`config.mk`:
```
export PLATFORM = sky130hd
export DESIGN_NAME = pc_fetch_sequencer
export DESIGN_NICKNAME = d
export VERILOG_FILES = /design/src/rtl/pc_fetch_sequencer.sv
export SDC_FILE = /design/constraint.sdc
export NUM_CORES = 1
export LEC_CHECK = 0
export CORE_UTILIZATION = 46
export CTS_BUF_LIST = sky130_fd_sc_hd__clkbuf_8 sky130_fd_sc_hd__clkbuf_16
export DETAILED_ROUTE_END_ITERATION = 10
export PLACE_DENSITY = 0.81
export SYNTH_ARGS = -nofsm -noshare
export SYNTH_HDL_FRONTEND = slang
export SYNTH_SLANG_ARGS = --single-unit
```
`constraint.sdc`:
```
create_clock -name clk -period 4.45 [get_ports clk]
set_input_delay 1.335 -clock clk [delete_from_list [all_inputs] [get_ports clk]]
set_output_delay 1.335 -clock clk [all_outputs]
set_load 0.03 [all_outputs]
```
`src/rtl/pc_fetch_sequencer.sv`:
```
// Fetch-stage controller: owns the PC, issues one instruction-memory request at a
// time, buffers the returned word for decode and handles branch redirects.
module pc_fetch_sequencer #(
  parameter logic [31:0] RESET_PC = 32'h0000_0000
) (
  input  logic        clk,
  input  logic        rst_n,
  output logic        imem_req,
  output logic [31:0] imem_addr,
  input  logic        imem_gnt,
  input  logic        imem_rvalid,
  input  logic [31:0] imem_rdata,
  output logic        if_valid,
  output logic [31:0] if_instr,
  output logic [31:0] if_pc,
  input  logic        if_ready,
  input  logic        br_taken,
  input  logic [31:0] br_pc,
  input  logic [31:0] br_imm,
  output logic        misalign
);

  typedef enum logic [1:0] {IDLE, REQ, RESP, HOLD} state_t;

  state_t      state, state_next;
  logic [31:0] pc;
  logic [31:0] target;
  logic [31:0] pc_seq;
  logic        kill;

  assign target    = br_pc + br_imm;
  assign pc_seq    = pc + 32'd4;
  assign imem_addr = pc;

  always_ff @(posedge clk) begin
    if (!rst_n) state <= IDLE;
    else        state <= state_next;
  end

  // A redirect never changes the REQ/HOLD exits except HOLD, where it forces REQ;
  // in RESP it only short-circuits the kill round-trip when rvalid coincides.
  always_comb begin
    state_next = state;
    unique case (state)
      IDLE: state_next = REQ;
      REQ:  if (imem_gnt) state_next = RESP;
      RESP: begin
        if (imem_rvalid) state_next = (br_taken || kill) ? REQ : HOLD;
      end
      HOLD: if (br_taken || if_ready) state_next = REQ;
      default: state_next = IDLE;
    endcase
  end

  always_comb begin
    imem_req = (state == REQ);
    if_valid = (state == HOLD);
  end

  always_ff @(posedge clk) begin
    if (!rst_n) begin
      pc       <= RESET_PC;
      kill     <= 1'b0;
      if_instr <= '0;
      if_pc    <= RESET_PC;
      misalign <= 1'b0;
    end else begin
      misalign <= br_taken && (target[1:0] != 2'b00);
      if (br_taken) begin
        pc <= {target[31:2], 2'b00};
        // Any request already granted must have its response thrown away.
        if (state == REQ && imem_gnt) kill <= 1'b1;
        else if (state == RESP)       kill <= !imem_rvalid;
      end else begin
        unique case (state)
          RESP: begin
            if (imem_rvalid) begin
              if (kill) begin
                kill <= 1'b0;
              end else begin
                if_instr <= imem_rdata;
                if_pc    <= pc;
              end
            end
          end
          HOLD: if (if_ready) pc <= pc_seq;
          default: ;
        endcase
      end
    end
  end

endmodule

```
==> key figures, run 1 <==
Run status
  • Status: finished, final reports clean

Floorplanning
  • Die Wd: approximately 110 µm
  • Starting Density: 47.6%
  • Die H: approximately 110 µm
  • Die ar.: around 0.013 mm²
  • # IOs: 201
  • FP Rows: 40
  • Core area: approximately 0.012 mm²

Clock network
  • Root Driver: clkbuf_16
  • Clk buf depth: 2
  • Clock-pin slew on the worst setup and hold paths: 0.07 ns
  • Clk_lat worst skew: approximately 0.34 ns
  • # hold bufs at CTS: 0
  • Htree depth: 3
  • Post_cts resized: 0
  • Sink Count: 96
  • Number of CTS-inserted buffers: 9
  • Post-CTS setup buffer count: 0
  • CTS tree: built

Routing
  • Post-DRT Antenna Nets: 0
  • WL/cell: 14.5 µm
  • Final wirelength: approximately 16,000 µm
  • Vias: 5,846
  • Starting DRT DRC Count: 440
  • Drt first pass iters: 5
  • Via/cell ratio: roughly 5.3
  • DRC: 0

Synthesis
  • Sequential area share after synthesis: 33.4%
  • Ranking of synthesized cells by area: dfxtp_1, nand2_1, a21oi_1, ha_1, xnor2_1
  • Ys Warns: 0
  • Number of synthesized flops with an enable pin: 0
  • Most common library cells after synthesis: nand2_1, a21oi_1, dfxtp_1
  • Synth top area share: roughly 33%
  • Cell with the most instances after synthesis: nand2_1
  • Avg Cell Area, Syn: just under 8 µm²
  • Netlist cell types: slightly below 70
  • Main synth FF type: dfxtp_1
  • Biggest area consumer among synthesized cells: dfxtp_1
  • Post-Synthesis Cells: between 700 and 800
  • Yosys reg bits: 96
  • Mapped cell area: a little under 0.006 mm²
  • Ys async rst share: 0%

Worst setup path
  • Worst Path Max Fanout: 7
  • Worst EP arrival: about 4.1 ns
  • CP endpoint kind: flop
  • CP Cell Sequence: clkdlybuf4s50_1, ha_1, fa_1, a21o_1, a221oi_1, o21a_1, o21ai_2, o21ai_1, mux2i_1, a2111oi_0
  • Cell depth of the worst setup path: 10
  • Critical path type: in -> reg
  • Crit path max-delay cell type: a221oi_1
  • Setup crit start kind: input port
  • Worst endpoint required time: around 4.7 ns
  • Reg2Reg Depth: 8
  • Worst path max stage delay: between 0.4 and 0.5 ns
  • Worst Path Buf+Inv: 1
  • Reg2reg setup slack: 1.76 ns
  • Critical path's top delay family: compound AO/OA/AOI/OAI gates

Timing
  • Final Hold Viols: 0
  • Final min period: around 3.9 ns
  • Tcrit/Tclk final: roughly 87%
  • Fmax: between 200 and 300 MHz
  • Final setup skew: just under 0.009 ns
  • Setup-failing EPs final: 0
  • Slew HR: 53.1%
  • Unrepaired setup endpoints after global routing: no
  • Setup WS post-layout: approximately 0.57 ns
  • Setup TNS: 0 ns
  • Worst hold slack: 0.453 ns
  • Slew @ Worst Pin: 0.704 ns
  • Final Max Tran Viols: 0

GRT
  • Total GRT Usage: around a quarter
  • Initial antenna violation count: 0
  • Largest net degree at the start of global routing: 67
  • Global-route wire length before repair: between 20,000 and 30,000 µm
  • Number of global-route vias before repair: roughly 5.3k
  • Total grt overflow: 0

Hold path
  • Type of the most critical hold path: reg -> reg
  • WHS Path Cells: 2

Final layout
  • Area growth from synthesis to layout: 40.8%
  • Share of layout cells above drive strength 1: under 10%
  • Finished Layout Cells: 1,095
  • Final #Nets: 1,061
  • Final core utilization: 67.0%
  • Ant. Diodes: 0

Pwr
  • Worst vdd ir: roughly 0.19 mV
  • Lkg Pwr: ~3 nW
  • Pwr/cell area: between 200 and 300 mW/mm²

Place
  • Detailed placement HPWL: about 12,000 µm
  • Placed insts: between 1k and 1.5k
  • IO buf count: 196
  • Pre-CTS setup slack: between 0.2 and 0.25 ns
  • Final GP Congestion: between 0.9 and 1

Flow run
  • Max cap viols: 0
## layer usage
layer	vias up	wire, µm	track usage [%]
li1	2985	-	-
met1	2629	7300	32.7
met2	212	7350	40.2
met3	20	921	2.71
met4	0	288	8.83
met5	-	0	0
## layout make-up
| class | count | area [µm²] |
|---|---|---|
| Fill cell | 1046 | 4000 |
| Multi-Input combinational cell | 599 | 3580 |
| Timing Repair Buffer | 205 | 2050 |
| Sequential cell | 96 | 1920 |
| Clock buffer | 10 | 239 |
| Tap cell | 168 | 210 |
| Clock inverter | 6 | 67.6 |
| Inverter | 11 | 41.3 |
## registers in the layout, indices dropped and copies added, names as in the netlist
signal / flops
if_instr: 32
imem_addr: 30
kill: 1
state: 2
if_pc: 30
misalign: 1
## worst reg2reg max path, cell delays in order, from the launching register on
cell      delay (ns)
dfxtp_1         0.41
ha_1            0.31
nand3_1         0.18
nor3_1          0.50
and3_1          0.40
nand4_1         0.17
xnor2_1         0.17
a222oi_1        0.34
nand2_1         0.10
## worst paths after layout
| path | startpoint | end |
|---|---|---|
| worst max register to register | state[0] | imem_addr[26] |
| worst max-delay path | br_pc[0] | imem_addr[18] |
| worst min register to register | if_pc[15] | if_pc[15] |
| worst min-delay path | if_pc[15] | if_pc[15] |
## placed cells by master (no fill, tap or decap), drive strengths merged, types with 3 or more instances in the layout
master / n
inv: 12
conb: 4
xnor2: 26
xor2: 24
buf: 9
and3: 15
nor2: 47
nor3: 9
a21o: 9
o211ai: 12
a41oi: 3
o21ai: 29
ha: 36
dfxtp: 96
nand4: 18
and2: 6
nand2: 173
a211o: 3
a31oi: 4
nand3: 16
clkbuf: 10
a21oi: 98
a211oi: 15
o22ai: 3
and4: 5
clkdlybuf4s50: 196
## report_power, final
part	switching, W	internal [W]
clock network	0.000336	0.000453
registers	0.0000552	0.000897
logic	0.000337	0.000286
total	0.000727	0.00164
## per-stage QoR
| step | total power [W] | area [µm²] |
|---|---|---|
| 2_1_floorplan | 0.00135 | 5770 |
| 3_3_place_gp | 0.00158 | 7800 |
| 3_5_place_dp | 0.00159 | 7800 |
| 4_1_cts | 0.00237 | 8110 |
| 5_1_grt | 0.00246 | 8110 |
| 6_report | 0.00236 | 8110 |
## cells by family after synthesis
group	count (synthesis)	share of synthesized area, %
multiplexers	2	0.347
other	1	0.0651
adder cells (fa/ha/maj)	37	8.17
flip-flops	96	33.4
AND/OR/NAND/NOR	303	23.4
XOR/XNOR	50	7.60
buffers and inverters	56	4.84
AO/OA/AOI/OAI	203	22.3
Power figures use the tool's default switching activity.
==> run 2: changes to the inputs <==
CORE_UTILIZATION = 42   (was 46)
PLACE_DENSITY = 0.78   (was 0.81)
clock period = 3.4 ns   (was 4.45 ns; I/O delays follow)
==> run 2 against run 1 <==
Effect of this change: combinational power is 46% higher; critical path type unchanged; setup slack worse by 0.46 ns; wire length is 3.2% higher; highest routed layer unchanged; design area is 5.8% higher; global-route usage is 1.4 points lower; clock power is 35% higher; clock-buffer cell count is 1 lower; total power is 36% higher.
==> key figures, run 2 (same netlist as run 1, synthesis figures left out) <==
Final layout
  • Share of layout cells above drive strength 1: between 10% and 20%
  • Ant. Diodes: 0
  • Register with the most flip-flops: if_instr
  • Most frequent cells in the layout: clkdlybuf4s50_1, nand2_1, a21oi_1, dfxtp_1, buf_4
  • Commonest non-fill, non-tap cell in the layout: clkdlybuf4s50_1
  • Final #Nets: about 1.1k
  • Final core utilization: 64.6%
  • Max reg flops: 32
  • Finished Layout Cells: 1,160
  • Area growth from synthesis to layout: 49.0%

Routing
  • Final wirelength: 16,400 µm
  • Drt first pass iters: 4
  • DRC: 0
  • Post-DRT Antenna Nets: 0
  • WL/cell: ~14 µm
  • Via/cell ratio: 5.25
  • Vias: about 6.1k
  • Starting DRT DRC Count: ~340

Worst setup path
  • Worst R2R Start: state[0]
  • Worst endpoint required time: roughly 3.6 ns
  • Worst Path Max Fanout: 3
  • Setup crit start kind: input port
  • CP Cell Sequence: clkdlybuf4s50_1, ha_4, a21oi_1, o211ai_1, o211ai_1, a2111oi_4, nor2_2, o2111a_1, or4_1
  • Worst Path Buf+Inv: 1
  • Critical path's top delay family: compound AO/OA/AOI/OAI gates
  • Worst path max stage delay: ~0.5 ns
  • Worst EP arrival: about 3.5 ns
  • Top cell by count, worst path: o211ai_1
  • Critical path type: in -> reg
  • CP endpoint kind: flop
  • Crit path max-delay cell type: or4_1
  • Worst setup path start: br_imm[8]

Run status
  • Status: finished, final reports clean

Floorplanning
  • Starting Density: between 40 and 50%
  • Die Wd: roughly 120 µm
  • # IOs: about 200
  • Die H: around 120 µm
  • Core area: ~0.013 mm²
  • Die ar.: 0.0142 mm²
  • FP Rows: 42

Clock network
  • CTS tree: built
  • Root Driver: clkbuf_16
  • # hold bufs at CTS: 0
  • Number of CTS-inserted buffers: 9
  • Clock-pin slew on the worst setup and hold paths: roughly 0.07 ns
  • Clk buf depth: 2
  • Clk_lat worst skew: 0.34 ns
  • Sink Count: between 90 and 100
  • Htree depth: 3

Place
  • Final GP Congestion: around 0.92
  • IO buf count: just under 200
  • Pre-CTS setup slack: -0.358 ns
  • Placed insts: 1,145
  • Detailed placement HPWL: 12,600 µm

Timing
  • Slew @ Worst Pin: 0.624 ns
  • Setup WS post-layout: roughly 0.11 ns
  • Final Hold Viols: 0
  • Final min period: 3.29 ns
  • Final setup skew: around 0.0086 ns
  • Setup-failing EPs final: 0
  • Final Max Tran Viols: 0
  • Fmax: about 300 MHz
  • Slew HR: 58.4%
  • Worst hold slack: 0.452 ns
  • Tcrit/Tclk final: 96.6%

GRT
  • Largest net degree at the start of global routing: 79
  • Total GRT Usage: 22.9%
  • Total grt overflow: 0
  • Global-route wire length before repair: roughly 27,000 µm
  • Number of global-route vias before repair: 5,587
  • Initial antenna violation count: 0

Pwr
  • Pwr/cell area: between 300 and 400 mW/mm²
  • Worst vdd ir: between 0.3 and 0.4 mV
  • Lkg Pwr: between 3 and 4 nW
  • Power Total: 0.00322 W

Hold path
  • Worst Hold Launch: if_pc[16]
  • Type of the most critical hold path: reg -> reg

Flow run
  • Max cap viols: 0
## run 2: what timing repair did
action / CTS / global route
endpoints found under the setup margin: 1 / 11
pin swaps: 1 / 6
buffers inserted: 0 / 0
gates resized for setup: 0 / 8
## run 2: cell type report
class,instances,area (µm²)
fill,1175,4710
multi-input combinational,599,3610
timing repair buffer,263,2480
sequential,96,1920
clock buffer,9,225
tap,176,220
clock inverter,6,85.1
inverter,11,41.3
## run 2: per-layer routing
layer	vias up	GRT usage, %	routed length, µm
li1	3102	-	-
met1	2775	29.1	7300
met2	186	39.1	7790
met3	22	2.97	942
met4	0	9.18	345
met5	-	0	0
## run 2: report_power, final
group	leakage (nW)	switching, W	internal [W]
clock	0.153	0.000421	0.000639
sequential	0.781	0.0000726	0.00117
combinational	2.34	0.000464	0.000447
total	3.28	0.000958	0.00226
## run 2: final timing paths
path,slack [ns],to,cells past startpoint
worst min-delay path,0.45,if_pc[16],2
worst max register to register,0.99,imem_addr[25],8
worst max-delay path,0.11,imem_addr[25],9
worst min register to register,0.45,if_pc[16],2
## run 2: stage by stage
stage	TNS, ns	instance area, µm²
after floorplan	0	5770
after global placement	-3.34	8240
after detailed placement	-4.08	8240
after CTS	0	8550
after global routing	-0.00531	8580
final	0	8580
## run 2: tightest hold or removal path, stage by stage (launching register included)
cell and delay [ns]:
dfxtp_1 0.31, nand2_1 0.05, a21oi_1 0.05
